<file path="config.mk">
export PLATFORM = sky130hd
export DESIGN_NAME = deposit_ctrl_flat
export DESIGN_NICKNAME = d
export VERILOG_FILES = /design/src/rtl/deposit_ctrl_if.sv /design/src/rtl/deposit_ctrl.sv /design/src/flat_wrapper.sv
export SDC_FILE = /design/constraint.sdc
export NUM_CORES = 1
export LEC_CHECK = 0
export ABC_AREA = 1
export CORE_MARGIN = 5
export CORE_UTILIZATION = 50
export CTS_BUF_LIST = sky130_fd_sc_hd__clkbuf_8
export CTS_CLUSTER_SIZE = 16
export DETAILED_ROUTE_END_ITERATION = 7
export GPL_ROUTABILITY_DRIVEN = 0
export HOLD_SLACK_MARGIN = 0.02
export MAX_ROUTING_LAYER = met4
export PLACE_DENSITY = 0.73
export SETUP_SLACK_MARGIN = 0.02
export SYNTH_ARGS = -nofsm -noshare
export SYNTH_HDL_FRONTEND = slang
export SYNTH_SLANG_ARGS = --single-unit
</file>
<file path="constraint.sdc">
create_clock -name clk -period 4.45 [get_ports clk]
set_input_delay 0.89 -clock clk [delete_from_list [all_inputs] [get_ports clk]]
set_output_delay 0.89 -clock clk [all_outputs]
set_load 0.02 [all_outputs]
</file>
<file path="src/rtl/deposit_ctrl_if.sv">
// Credit handshake between deposit_ctrl (master) and the balance keeper (slave).
interface deposit_ctrl_if #(
    parameter int AMT_W = 16
);
    logic             credit_valid;
    logic             credit_ready;
    logic [AMT_W-1:0] credit_amt;

    modport master (
        output credit_valid,
        output credit_amt,
        input  credit_ready
    );

    modport slave (
        input  credit_valid,
        input  credit_amt,
        output credit_ready
    );
endinterface

</file>
<file path="src/rtl/deposit_ctrl.sv">
// deposit_ctrl: collects notes onto a LIFO stack, credits the sum or ejects all notes on cancel.
// Build macro DEPOSIT_TIMEOUT_EN adds an idle auto-refund after TIMEOUT_CYC cycles in COLLECT.
module deposit_ctrl #(
    parameter int MAX_NOTES   = 8,
    parameter int AMT_W       = 16,
    parameter int TIMEOUT_CYC = 1000
) (
    input  logic             clk,
    input  logic             rst,
    input  logic             note_in,
    input  logic [1:0]       note_code,
    input  logic             confirm_button,
    input  logic             cancel_button,
    deposit_ctrl_if.master   credit,
    output logic             eject_valid,
    output logic [1:0]       eject_code,
    output logic             note_accept,
    output logic             note_reject,
    output logic [AMT_W-1:0] deposit_total,
    output logic             busy
);

    localparam int CNT_W = $clog2(MAX_NOTES + 1);
    localparam int IDX_W = (MAX_NOTES > 1) ? $clog2(MAX_NOTES) : 1;
    localparam logic [CNT_W-1:0] CNT_ONE = CNT_W'(1'b1);
    localparam logic [CNT_W-1:0] CNT_MAX = CNT_W'(MAX_NOTES);

    typedef enum logic [1:0] {
        ST_IDLE    = 2'd0,
        ST_COLLECT = 2'd1,
        ST_CREDIT  = 2'd2,
        ST_REFUND  = 2'd3
    } state_t;

    function automatic logic [AMT_W-1:0] note_value(input logic [1:0] code);
        case (code)
            2'd0:    note_value = AMT_W'(12'd100);
            2'd1:    note_value = AMT_W'(12'd200);
            2'd2:    note_value = AMT_W'(12'd500);
            2'd3:    note_value = AMT_W'(12'd2000);
            default: note_value = '0;
        endcase
    endfunction

    state_t           state_r;
    logic [CNT_W-1:0] count_r;
    logic [1:0]       stack_r [MAX_NOTES];
    logic             note_d_r;
    logic             confirm_d_r;
    logic             cancel_d_r;

    logic             note_ev_s;
    logic             confirm_ev_s;
    logic             cancel_ev_s;
    logic [AMT_W-1:0] val_s;
    logic [AMT_W-1:0] top_val_s;
    logic [AMT_W:0]   sum_s;
    logic             fits_s;
    logic [IDX_W-1:0] push_idx_s;
    logic [IDX_W-1:0] top_idx_s;

    assign note_ev_s    = note_in & ~note_d_r;
    assign confirm_ev_s = confirm_button & ~confirm_d_r;
    assign cancel_ev_s  = cancel_button & ~cancel_d_r;
    assign val_s        = note_value(note_code);
    assign push_idx_s   = IDX_W'(count_r);
    assign top_idx_s    = IDX_W'(count_r - CNT_ONE);
    assign top_val_s    = note_value(stack_r[top_idx_s]);
    // One extra bit catches a total that would no longer fit in AMT_W.
    assign sum_s        = {1'b0, deposit_total} + {1'b0, val_s};
    assign fits_s       = ~sum_s[AMT_W];

`ifdef DEPOSIT_TIMEOUT_EN
    localparam int TMO_W = $clog2(TIMEOUT_CYC + 1);
    localparam logic [TMO_W-1:0] TMO_LOAD = TMO_W'(TIMEOUT_CYC);
    localparam logic [TMO_W-1:0] TMO_ONE  = TMO_W'(1'b1);

    logic [TMO_W-1:0] tmo_r;
    logic             tmo_hit_s;

    // Expires on the cycle the counter would reach zero.
    assign tmo_hit_s = (tmo_r <= TMO_ONE);
`else
    logic unused_tmo_s;
    assign unused_tmo_s = |TIMEOUT_CYC;
`endif

    // Session FSM: edge history, note stack, running total and all registered outputs.
    always_ff @(posedge clk) begin
        if (rst) begin
            state_r             <= ST_IDLE;
            count_r             <= '0;
            note_d_r            <= 1'b0;
            confirm_d_r         <= 1'b0;
            cancel_d_r          <= 1'b0;
            credit.credit_valid <= 1'b0;
            credit.credit_amt   <= '0;
            eject_valid         <= 1'b0;
            eject_code          <= 2'd0;
            note_accept         <= 1'b0;
            note_reject         <= 1'b0;
            deposit_total       <= '0;
            busy                <= 1'b0;
`ifdef DEPOSIT_TIMEOUT_EN
            tmo_r               <= '0;
`endif
        end else begin
            note_d_r    <= note_in;
            confirm_d_r <= confirm_button;
            cancel_d_r  <= cancel_button;
            note_accept <= 1'b0;
            note_reject <= 1'b0;
            eject_valid <= 1'b0;

            case (state_r)
                ST_IDLE: begin
                    if (note_ev_s) begin
                        stack_r[0]    <= note_code;
                        count_r       <= CNT_ONE;
                        deposit_total <= val_s;
                        note_accept   <= 1'b1;
                        state_r       <= ST_COLLECT;
                        busy          <= 1'b1;
`ifdef DEPOSIT_TIMEOUT_EN
                        tmo_r         <= TMO_LOAD;
`endif
                    end else begin
                        busy <= 1'b0;
                    end
                end

                ST_COLLECT: begin
`ifdef DEPOSIT_TIMEOUT_EN
                    tmo_r <= tmo_r - TMO_ONE;
`endif
                    if (cancel_ev_s) begin
                        state_r <= ST_REFUND;
                    end else if (confirm_ev_s) begin
                        credit.credit_valid <= 1'b1;
                        credit.credit_amt   <= deposit_total;
                        state_r             <= ST_CREDIT;
`ifdef DEPOSIT_TIMEOUT_EN
                    end else if (tmo_hit_s) begin
                        state_r <= ST_REFUND;
`endif
                    end else if (note_ev_s) begin
                        if ((count_r < CNT_MAX) && fits_s) begin
                            stack_r[push_idx_s] <= note_code;
                            count_r             <= count_r + CNT_ONE;
                            deposit_total       <= sum_s[AMT_W-1:0];
                            note_accept         <= 1'b1;
`ifdef DEPOSIT_TIMEOUT_EN
                            tmo_r               <= TMO_LOAD;
`endif
                        end else begin
                            note_reject <= 1'b1;
                        end
                    end else begin
                        state_r <= ST_COLLECT;
                    end
                end

                ST_CREDIT: begin
                    note_reject <= note_ev_s;
                    if (credit.credit_ready) begin
                        credit.credit_valid <= 1'b0;
                        count_r             <= '0;
                        deposit_total       <= '0;
                        state_r             <= ST_IDLE;
                        busy                <= 1'b0;
                    end else begin
                        state_r <= ST_CREDIT;
                    end
                end

                ST_REFUND: begin
                    note_reject   <= note_ev_s;
                    eject_valid   <= 1'b1;
                    eject_code    <= stack_r[top_idx_s];
                    count_r       <= count_r - CNT_ONE;
                    deposit_total <= deposit_total - top_val_s;
                    if (count_r <= CNT_ONE) begin
                        state_r <= ST_IDLE;
                        busy    <= 1'b0;
                    end else begin
                        state_r <= ST_REFUND;
                    end
                end

                default: begin
                    state_r <= ST_IDLE;
                    busy    <= 1'b0;
                end
            endcase
        end
    end

endmodule

</file>
<file path="src/flat_wrapper.sv">
// flat-port wrapper written by rule: the top's interface ports become plain ports
module deposit_ctrl_flat 
#(
    parameter int MAX_NOTES   = 8,
    parameter int AMT_W       = 16,
    parameter int TIMEOUT_CYC = 1000
)
  (clk, rst, note_in, note_code, confirm_button, cancel_button, eject_valid, eject_code, note_accept, note_reject, deposit_total, busy, credit_credit_valid, credit_credit_amt, credit_credit_ready);
  deposit_ctrl_if #(.AMT_W(AMT_W)) credit_i ();
  input  logic clk;
  input  logic rst;
  input  logic note_in;
  input  logic [1:0] note_code;
  input  logic confirm_button;
  input  logic cancel_button;
  output logic eject_valid;
  output logic [1:0] eject_code;
  output logic note_accept;
  output logic note_reject;
  output logic [AMT_W-1:0] deposit_total;
  output logic busy;
  output wire logic [$bits(credit_i.credit_valid)-1:0] credit_credit_valid;
  output wire logic [$bits(credit_i.credit_amt)-1:0] credit_credit_amt;
  input wire logic [$bits(credit_i.credit_ready)-1:0] credit_credit_ready;
  assign credit_credit_valid = credit_i.credit_valid;
  assign credit_credit_amt = credit_i.credit_amt;
  assign credit_i.credit_ready = credit_credit_ready;
  deposit_ctrl #(.MAX_NOTES(MAX_NOTES), .AMT_W(AMT_W), .TIMEOUT_CYC(TIMEOUT_CYC)) u_core (.clk(clk), .rst(rst), .note_in(note_in), .note_code(note_code), .confirm_button(confirm_button), .cancel_button(cancel_button), .credit(credit_i), .eject_valid(eject_valid), .eject_code(eject_code), .note_accept(note_accept), .note_reject(note_reject), .deposit_total(deposit_total), .busy(busy));
endmodule
</file>
==> flow_summary.yaml <==
run_status:
  status: "completed"
pwr:
  power_density_nw_per_um2: 441
  clkPwrFrac: 0.267
  p_int_w: 0.00120
  ir_worst_vdd_mv: 0.207
  power_w: 0.00202
  power_frac_seq: 0.320
  swShare: 0.406
  p_comb_frac: 0.413
  p_sw_w: 0.000821
  p_leak_nw: 2.07
worst_setup_path:
  critical_path.top_delay_family: "compound AO/OA/AOI/OAI gates"
  cpMaxStageDelayCell: "dfxtp_1"
  cp_data_arrival_time_ns: 3.98
  critical_path_peak_fanout: 10
  endpoint_kind: "register"
  critPathRequiredTime_ns: 4.72
  crit_buf_inv: 3
  worstSetupPathType: "register to register"
  start_kind: "register"
  cpMostUsedCell: "nand2_1"
  r2r_slack_ns: 0.74
  cpPeakStageDelay_ns: 0.53
  crit_chain: "inv_1, ha_1, o32ai_1, inv_1, o21a_1, inv_1, nand2_1, ha_1, nand2_1, o21ai_0, nand2_1, nand2_1, nand2_1, nand3_1, nand3_1, nand2_1, nand2_1, a21oi_1"
logic_synthesis:
  seq_area_frac_synth: 0.349
  synth.most_common_cell: "nand2_1"
  synth_cells: 583
  yosys-top-cells-area: "dfxtp_1 (23%), edfxtp_1 (12%), nand2_1 (12%)"
  synth_ff_type: "dfxtp_1"
  synth_cell_types: 40
  synth_top_area_frac: 0.226
  yosys_warnings: 0
  synth_common_cells: "nand2_1 (121), nor2_1 (84), inv_1 (73)"
  synth_edf_count: 16
  synth.largest_area_cell: "dfxtp_1"
  netlist_area_um2: 3900
  syn_avg_cell_area_um2: 6.69
  async_reset_ff_frac: 0
  ys_ff_latch: 60
clocking:
  tritoncts: "yes"
  cts_max_path_buffers: 2
  cts_hold_buf: 0
  clk_latency_ns: 0.34
  numCtsBuffers: 9
  root_buffer: "clkbuf_8"
  cts_sinks: 60
  ctsHtreeMaxLevel: 3
  cts_resized: 0
  clkTransAtPathRegs_ns: 0.07
  post_cts_buffers: 0
global_routing:
  grt-ovfl-total: 0
  met2_usage: 0.343
  grtUsageMet3: 0.0479
  antenna_found_initial: 0
  grt_pass1_vias: 3618
  grtUsageMet1: 0.287
  grt_usage: 0.222
  grt_pass1_wl_mm: 17.2
  grt_max_degree: 31
  grt-busiest-layer: "met2"
drt:
  routedWlPerCell_um: 14.1
  dr.pass1.iters: 5
  num_vias: 3898
  ant_nets: 0
  drc: 0
  viasPerCell: 5.37
  first_iter_violations: 268
  wl_mm: 10.2
finish:
  diodes: 0
  fill_cells: 720
  seqCellArea_um2: 1360
  fin_nets: 646
  drive_gt1_frac: 0.0545
  area.growth.synth_to_final_pct: 17.7
  multi_input_area_um2: 2140
sta:
  rsz0062_at_grt: "no"
  slew_headroom: 0.514
  whs_ns: 0.442
  fin_crit_ns: 3.71
  final-hold-violation-count: 0
  setup_violations: 0
  max_freq_mhz: 270
  fin_skew_ns: 0.00799
  slew_violations: 0
  period_share: 0.834
  worst_pin_slew_ns: 0.726
  fin_setup_tns_ns: 0
min_path:
  hold_path.class: "register to register"
die:
  boundaryPins: 47
  start_util: 0.510
  num_rows: 32
  core_area_um2: 7650
  dieHeight_um: 98.3
  die_w_um: 98.3
  die_area_um2: 9670
placed_design:
  dpl.hpwl_mm: 7.57
  portBuffers: 42
flow_run:
  cap_violations: 0
==> area by class of cell <==
cell class              instances  share of cell area
multi-input cells             425               0.467
flip-flops and latches         60               0.297
repair buffers                 47              0.0998
inverters                      76              0.0621
well taps                     102              0.0278
clock buffers                   9              0.0270
clock inverters                 7              0.0196
==> metrics by stage <==
| step | setup slack (ns) | cell area, um2 | utilization | cells |
|---|---|---|---|---|
| 6_report | 0.740 | 4590 | 0.600 | 726 |
| 5_1_grt | 0.341 | 4590 | 0.600 | 726 |
| 4_1_cts | 0.799 | 4590 | 0.600 | 726 |
| 3_5_place_dp | 0.555 | 4380 | 0.572 | 710 |
| 3_3_place_gp | 0.719 | 4380 | 0.572 | 710 |
| 2_1_floorplan | 1.28 | 3910 | - | 586 |
==> sequential cells by signal, indices dropped and copies added, names as in the netlist <==
signal                      cells
u_core.stack_r                 16
u_core.credit.credit_amt       14
u_core.eject_code               2
u_core.deposit_total           14
u_core.note_accept              1
u_core.state_r                  2
u_core.credit.credit_valid      1
u_core.busy                     1
u_core.note_reject              1
u_core.count_r                  4
u_core.confirm_d_r              1
u_core.cancel_d_r               1
u_core.note_d_r                 1
u_core.eject_valid              1
==> final timing paths <==
check / cells after the start / to / from
worst max register to register: 18 / u_core.deposit_total[15]$_SDFFE_PP0P_ / u_core.count_r[1]$_SDFFE_PP0P_
worst max-delay path: 18 / u_core.deposit_total[15]$_SDFFE_PP0P_ / u_core.count_r[1]$_SDFFE_PP0P_
worst min register to register: 2 / u_core.credit.credit_amt[15]$_SDFFE_PP0P_ / u_core.credit.credit_amt[15]$_SDFFE_PP0P_
worst min-delay path: 2 / u_core.credit.credit_amt[15]$_SDFFE_PP0P_ / u_core.credit.credit_amt[15]$_SDFFE_PP0P_
==> layout by cell type, fill, tap and decap left out, types with 2 or more instances in the layout <==
| master | instances |
|---|---|
| inv_1 | 73 |
| xor2_1 | 2 |
| nand2_1 | 121 |
| ha_1 | 17 |
| fa_1 | 2 |
| conb_1 | 4 |
| nand3_2 | 3 |
| nand3b_1 | 4 |
| edfxtp_1 | 16 |
| clkbuf_8 | 9 |
| o21ai_0 | 44 |
| bufinv_16 | 2 |
| o211ai_1 | 2 |
| clkdlybuf4s50_1 | 42 |
| xnor2_1 | 3 |
| clkinv_2 | 2 |
| nor2_2 | 3 |
| buf_4 | 5 |
| nor2_1 | 84 |
| o21a_1 | 2 |
| or2_2 | 2 |
| nand3_1 | 57 |
| nand2_2 | 3 |
| inv_2 | 2 |
| o32ai_1 | 5 |
| clkinv_1 | 2 |
| a21oi_1 | 43 |
| dfxtp_1 | 44 |
| nand4_1 | 8 |
| a31oi_1 | 2 |
| nor3_1 | 4 |
==> worst reg2reg max path: cells and delay by family (launching register included) <==
family                   cells  cell delay [ns]
AO/OA/AOI/OAI                4             1.15
AND/OR/NAND/NOR              9             0.81
adder cells (fa/ha/maj)      2             0.73
flip-flops                   1             0.53
buffers and inverters        3             0.43
==> metal layers <==
layer  vias to the layer above  part of all wire
met4                         0             0.021
met1                      1757              0.46
met3                        26             0.058
li1                       1987                 -
met5                         -                 0
met2                       128              0.46
==> logic make-up after synthesis <==
group,share of synthesized area
AND/OR/NAND/NOR,0.323
AO/OA/AOI/OAI,0.147
buffers and inverters,0.104
flip-flops,0.349
adder cells (fa/ha/maj),0.0648
XOR/XNOR,0.0112
other,0.000962
==> power groups by stage <==
stage | logic (W) | registers, W | clock network (W)
after floorplan | 0.000584 | 0.000673 | 0
after global placement | 0.000801 | 0.000659 | 0
after detailed placement | 0.000816 | 0.000660 | 0
after CTS | 0.000825 | 0.000647 | 0.000546
after global routing | 0.000936 | 0.000654 | 0.000586
final | 0.000836 | 0.000648 | 0.000539
No activity file was read; power rests on OpenSTA's default activity.
==> RTL edit 1, RTL diff (config.mk and constraints unchanged) <==
`AMT_W` is set to 16 in 3 places; all go to 24.
--- a/src/rtl/deposit_ctrl_if.sv
+++ b/src/rtl/deposit_ctrl_if.sv
@@ -1,6 +1,6 @@
 // Credit handshake between deposit_ctrl (master) and the balance keeper (slave).
 interface deposit_ctrl_if #(
-    parameter int AMT_W = 16
+    parameter int AMT_W = 24
 );
     logic             credit_valid;
     logic             credit_ready;
--- a/src/rtl/deposit_ctrl.sv
+++ b/src/rtl/deposit_ctrl.sv
@@ -2,7 +2,7 @@
 // Build macro DEPOSIT_TIMEOUT_EN adds an idle auto-refund after TIMEOUT_CYC cycles in COLLECT.
 module deposit_ctrl #(
     parameter int MAX_NOTES   = 8,
-    parameter int AMT_W       = 16,
+    parameter int AMT_W       = 24,
     parameter int TIMEOUT_CYC = 1000
 ) (
     input  logic             clk,
--- a/src/flat_wrapper.sv
+++ b/src/flat_wrapper.sv
@@ -2,7 +2,7 @@
 module deposit_ctrl_flat 
 #(
     parameter int MAX_NOTES   = 8,
-    parameter int AMT_W       = 16,
+    parameter int AMT_W       = 24,
     parameter int TIMEOUT_CYC = 1000
 )
   (clk, rst, note_in, note_code, confirm_button, cancel_button, eject_valid, eject_code, note_accept, note_reject, deposit_total, busy, credit_credit_valid, credit_credit_amt, credit_credit_ready);
Interface: changed (resized credit_credit_amt and deposit_total); port bits go from 47 to 63. The function was not compared with the original's and may differ.
==> RTL edit 1 against the unedited design <==
Critical path depth increased by 2; largest cell class unchanged; die area increased by 28%; non-clock buffer count grew 19; power is 13% higher; synthesized cell count up 37%; worst setup slack lost 0.035 ns; first-iteration DRC count up 91%; area after synthesis rose by 32%; clock power is 2% lower; clock skew increased by 0.0021 ns; routed wire length is 45% higher; largest power group unchanged; cell area increased by 29%; sequential cell count increased by 16; cell count rose by 34%.
==> RTL edit 1: results (changes against the unedited design) <==
[run_status]
status = finished, final reports clean

[logic_synthesis]
synth-seq-cells = 76  ; +27%
yosys-top-cells-area = dfxtp_1, nand2_1, nand3_1
synth_fa_ha_area_share_pct = 4.92  ; -1.6 points
yosysUniqueCellTypes = 46  ; +15%
synth_xor_area_share_pct = 1.02  ; -0.10 points
synth_area_mm2 = 0.00514  ; +32%
yosysSeqAreaShare_pct = 32.7  ; -2.2 points
synth_common_cells = nand2_1, nand3_1, inv_1, nor2_1, dfxtp_1

[route]
drt_pass1_iterations = 6  ; +1
via_per_inst = 5.56  ; +3.6%
drt_first_iter_violations = 513  ; +91%
wl_per_cell_um = 15.2  ; +7.9%

[final_layout]
drive_gt1_share_pct = 5.83  ; +0.38 points
finalInstanceArea_mm2 = 0.00594  ; +29%
nNonClkInverters = 90  ; +18%
layout.nonclk_buf_share_pct = 10.8  ; +0.80 points
nFillCells = 984  ; +37%
clkCellAreaFrac_pct = 3.24  ; -1.4 points
ff_latch_area_mm2 = 0.00168  ; +24%
reg_top3 = u_core.credit.credit_amt (22), u_core.deposit_total (22), u_core.stack_r (16)
finish.net_count = 862  ; +33%
n_all_buffers = 66  ; +40%
multi_input_comb_cells = 592  ; +39%
multiInputGateArea_mm2 = 0.00292  ; +36%

[global_routing]
grt_usage_pct = 25.0  ; +2.8 points
grt_pass1_vias = 5116  ; +41%
grt_pass1_wl_um = 25000  ; +46%
grt_max_degree = 44  ; +42%

[cts]
ctsResizeCount = 0  ; unchanged
cts_buffer_depth = 2  ; unchanged
insertion_delay_ns = 0.37  ; +0.03 ns

[placed_design]
postPlaceCellArea_mm2 = 0.00575  ; +31%
hpwl_um = 11000  ; +45%
portBuffers = 58  ; +38%

[worst_setup_path]
slowest_delay_ns = 0.50  ; -0.03 ns
worstPathArrival_ns = 4.04  ; +0.06 ns
critPathSlowestCell = ha_1

[sta]
worst_pin_slew_ns = 0.812  ; +0.0854 ns
skew_ns = 0.0101  ; +0.00211 ns

[pwr]
powerComb_w = 0.000955  ; +14%
swShare_pct = 42.4  ; +1.8 points
pg_seq_w = 0.000806  ; +24%
p_comb_share_pct = 41.7  ; +0.4 points
ir_drop_mv = 0.224  ; +8.3%

==> RTL edit 1: path summary, 6_finish.rpt <==
kind / startpoint / end / slack (ns) / cells past startpoint
min: u_core.credit.credit_amt[13] / u_core.credit.credit_amt[13] / 0.46 / 2
min reg2reg: u_core.credit.credit_amt[13] / u_core.credit.credit_amt[13] / 0.46 / 2
max: u_core.count_r[1] / u_core.deposit_total[13] / 0.70 / 20
max reg2reg: u_core.count_r[1] / u_core.deposit_total[13] / 0.70 / 20
==> RTL edit 1: metrics by stage <==
step	cells	setup WS (ns)
floorplan	799	1.17
global placement	960	0.507
detailed placement	960	0.341
CTS	976	0.723
global route	976	0.372
finish	976	0.704
==> RTL edit 1: routing by layer <==
metal  track usage, %  wire length (um)
met2             40.0              6830
met1             32.5              6340
met3             3.91              1340
met5                -                 0
met4             8.11               335
==> RTL edit 2, RTL diff (same flow settings) <==
Made on the original files. Re-encode `state_t` (4 states) as one-hot, 4 bits wide.
--- a/src/rtl/deposit_ctrl.sv
+++ b/src/rtl/deposit_ctrl.sv
@@ -25,11 +25,11 @@
     localparam logic [CNT_W-1:0] CNT_ONE = CNT_W'(1'b1);
     localparam logic [CNT_W-1:0] CNT_MAX = CNT_W'(MAX_NOTES);
 
-    typedef enum logic [1:0] {
-        ST_IDLE    = 2'd0,
-        ST_COLLECT = 2'd1,
-        ST_CREDIT  = 2'd2,
-        ST_REFUND  = 2'd3
+    typedef enum logic [3:0] {
+        ST_IDLE    = 4'b0001,
+        ST_COLLECT = 4'b0010,
+        ST_CREDIT  = 4'b0100,
+        ST_REFUND  = 4'b1000
     } state_t;
 
     function automatic logic [AMT_W-1:0] note_value(input logic [1:0] code);
Behaviour: same outputs for any inputs over 4 cycles, from zero or initial values and one cycle with rst high; so few cycles prove little.
==> RTL edit 2 against the unedited design <==
Worst setup slack lost 0.26 ns; sequential cell count up 2; clock skew is 0.0047 ns higher; routed wire length rose by 9.6%; power fell by 9.1%; area after synthesis grew 3.8%; cell area grew 2.8%; critical endpoint unchanged.
==> RTL edit 2: results (changes against the unedited design) <==
[placed_design]
hpwl_um = 8420  ; +11%
dp.cells = 720  ; +1.4%
portBuffers = 42  ; unchanged

[cts]
cts-htree-levels = 3  ; unchanged
clk_pin_slew_ns = 0.07  ; about the same
cts_buffer_depth = 2  ; unchanged
cts_buffers = 9  ; unchanged
post-cts-setup-buffers = 0  ; unchanged
ctsResizeCount = 1  ; +1

[worst_hold_path]
hold_class = flip-flop to flip-flop

[run_status]
status = finished, final reports clean

[route]
via_per_inst = 5.54  ; +3.2%
drt_first_iter_violations = 432  ; +61%
wl_per_cell_um = 15.2  ; +7.8%
highest_layer = met4
dr_wl_met2_um = 5250  ; +12%
finalWirelength_um = 11200  ; +9.6%
drt_pass1_iterations = 6  ; +1
wl_met1_um = 4790  ; +1.1%
drc = 0  ; unchanged
wl_met3_um = 900  ; +53%

[logic_synthesis]
yosys-top-cells-area = dfxtp_1, edfxtp_1, nand2_1
synth_common_cells = nand2_1, nor2_1, inv_1, nand3_1
synthCells = 593  ; +1.7%
yosysSeqAreaShare_pct = 34.6  ; -0.28 points
async_flop_share_pct = 0  ; unchanged
yosysUniqueCellTypes = 44  ; +10%
synth-edff-count = 16  ; unchanged
synth-seq-cells = 62  ; +3.3%

[pwr]
p_sw_w = 0.000728  ; -11%
ir_drop_mv = 0.180  ; -13%
p_leak_nw = 2.12  ; +2.3%

[final_layout]
drive_gt1_share_pct = 7.55  ; +2.1 points
diodes = 0  ; unchanged
nFillCells = 769  ; +6.8%
reg_top3 = u_core.stack_r (16), u_core.credit.credit_amt (14), u_core.deposit_total (14)
finish.net_count = 659  ; +2.0%

[global_routing]
grt_pass1_vias = 3841  ; +6.2%
antenna_found_initial = 0  ; unchanged
grt_max_degree = 28  ; -9.7%
grt_usage_pct = 24.0  ; +1.8 points
grt_pass1_wl_um = 18800  ; +9.5%

[worst_setup_path]
worstPathArrival_ns = 4.24  ; +0.26 ns
path_max_fanout = 15  ; +5
r2r_slack_ns = 0.48  ; -0.26 ns

[sta]
skew_ns = 0.0127  ; +0.00472 ns
worst_pin_slew_ns = 0.794  ; +0.0674 ns

==> RTL edit 2: cell count changes after synthesis, moves of 3 or more <==
cell      unedited run  this run
buf_2                0         3
nor2_1              84        91
clkbuf_1            18        10
nand4_1              8        11
o22ai_1              1         6
nand2_1            121       125
inv_1               73        67
a21oi_1             43        38
o32ai_1              5         1
inv_2                2         5
nand3_1             57        52
==> RTL edit 2: final timing paths <==
check	start	endpoint	cells past startpoint
max	u_core.count_r[0]	u_core.deposit_total[15]	21
max reg2reg	u_core.count_r[0]	u_core.deposit_total[15]	21
min reg2reg	u_core.busy	u_core.busy	2
min	u_core.busy	u_core.busy	2
==> RTL edit 2: per-stage QoR <==
step / hold WS, ns / instance area (um2) / total power (W) / utilization [%] / worst slack [ns]
2_1_floorplan: 0.484 / 4060 / 0.00115 / - / 1.11
3_3_place_gp: 0.456 / 4500 / 0.00130 / 57.7 / 0.139
3_5_place_dp: 0.462 / 4500 / 0.00133 / 57.7 / 0.0425
4_1_cts: 0.473 / 4700 / 0.00183 / 60.2 / 0.179
5_1_grt: 0.493 / 4720 / 0.00197 / 60.5 / 0.186
6_report: 0.476 / 4720 / 0.00184 / 60.5 / 0.484
==> RTL edit 2: cell type report <==
class,count,area [um2],share of cell area [%]
multi-input combinational,439,2260,47.9
sequential,62,1400,29.7
timing repair buffer,46,450,9.54
inverter,73,280,5.94
clock buffer,10,138,2.92
tap,102,128,2.70
clock inverter,6,61.3,1.30
==> RTL edit 2: worst max-delay path: stages, from the launching register on <==
cell and delay, ns:
dfxtp_2 0.52, clkinvlp_4 0.19, ha_1 0.41, inv_1 0.14, o21ai_0 0.10, o22ai_1 0.11, inv_1 0.05, o21ai_0 0.46
inv_1 0.17, nor2_1 0.20, inv_1 0.07, ha_1 0.28, nand2_1 0.07, o21ai_1 0.35, nand2_1 0.13, nand2_1 0.12
nand2_1 0.08, nand3_1 0.07, nand3_1 0.08, nand2_1 0.10, nand2_1 0.05, a21oi_1 0.14
==> RTL edit 2: power groups by stage <==
stage | clock, W | sequential (W) | combinational, W
after floorplan | 0 | 0.000653 | 0.000501
after global placement | 0 | 0.000654 | 0.000649
after detailed placement | 0 | 0.000655 | 0.000670
after CTS | 0.000509 | 0.000643 | 0.000674
after global routing | 0.000542 | 0.000649 | 0.000775
final | 0.000498 | 0.000644 | 0.000697
==> RTL edit 2: layer usage <==
metal,vias to the layer above,GRT usage [%]
met5,-,-
met4,0,7.15
li1,2030,-
met3,27,4.38
met2,175,38.6
met1,1856,30.9
==> RTL edit 2: cell families after synthesis <==
group	synth area share, %
xor gates and xnor gates	1.30
AOI/OAI and AO/OA	14.8
and+or+nand+nor	32.8
adders and majority gates	6.55
DFF	34.6
buffers and inverters	9.80
other	0.0926
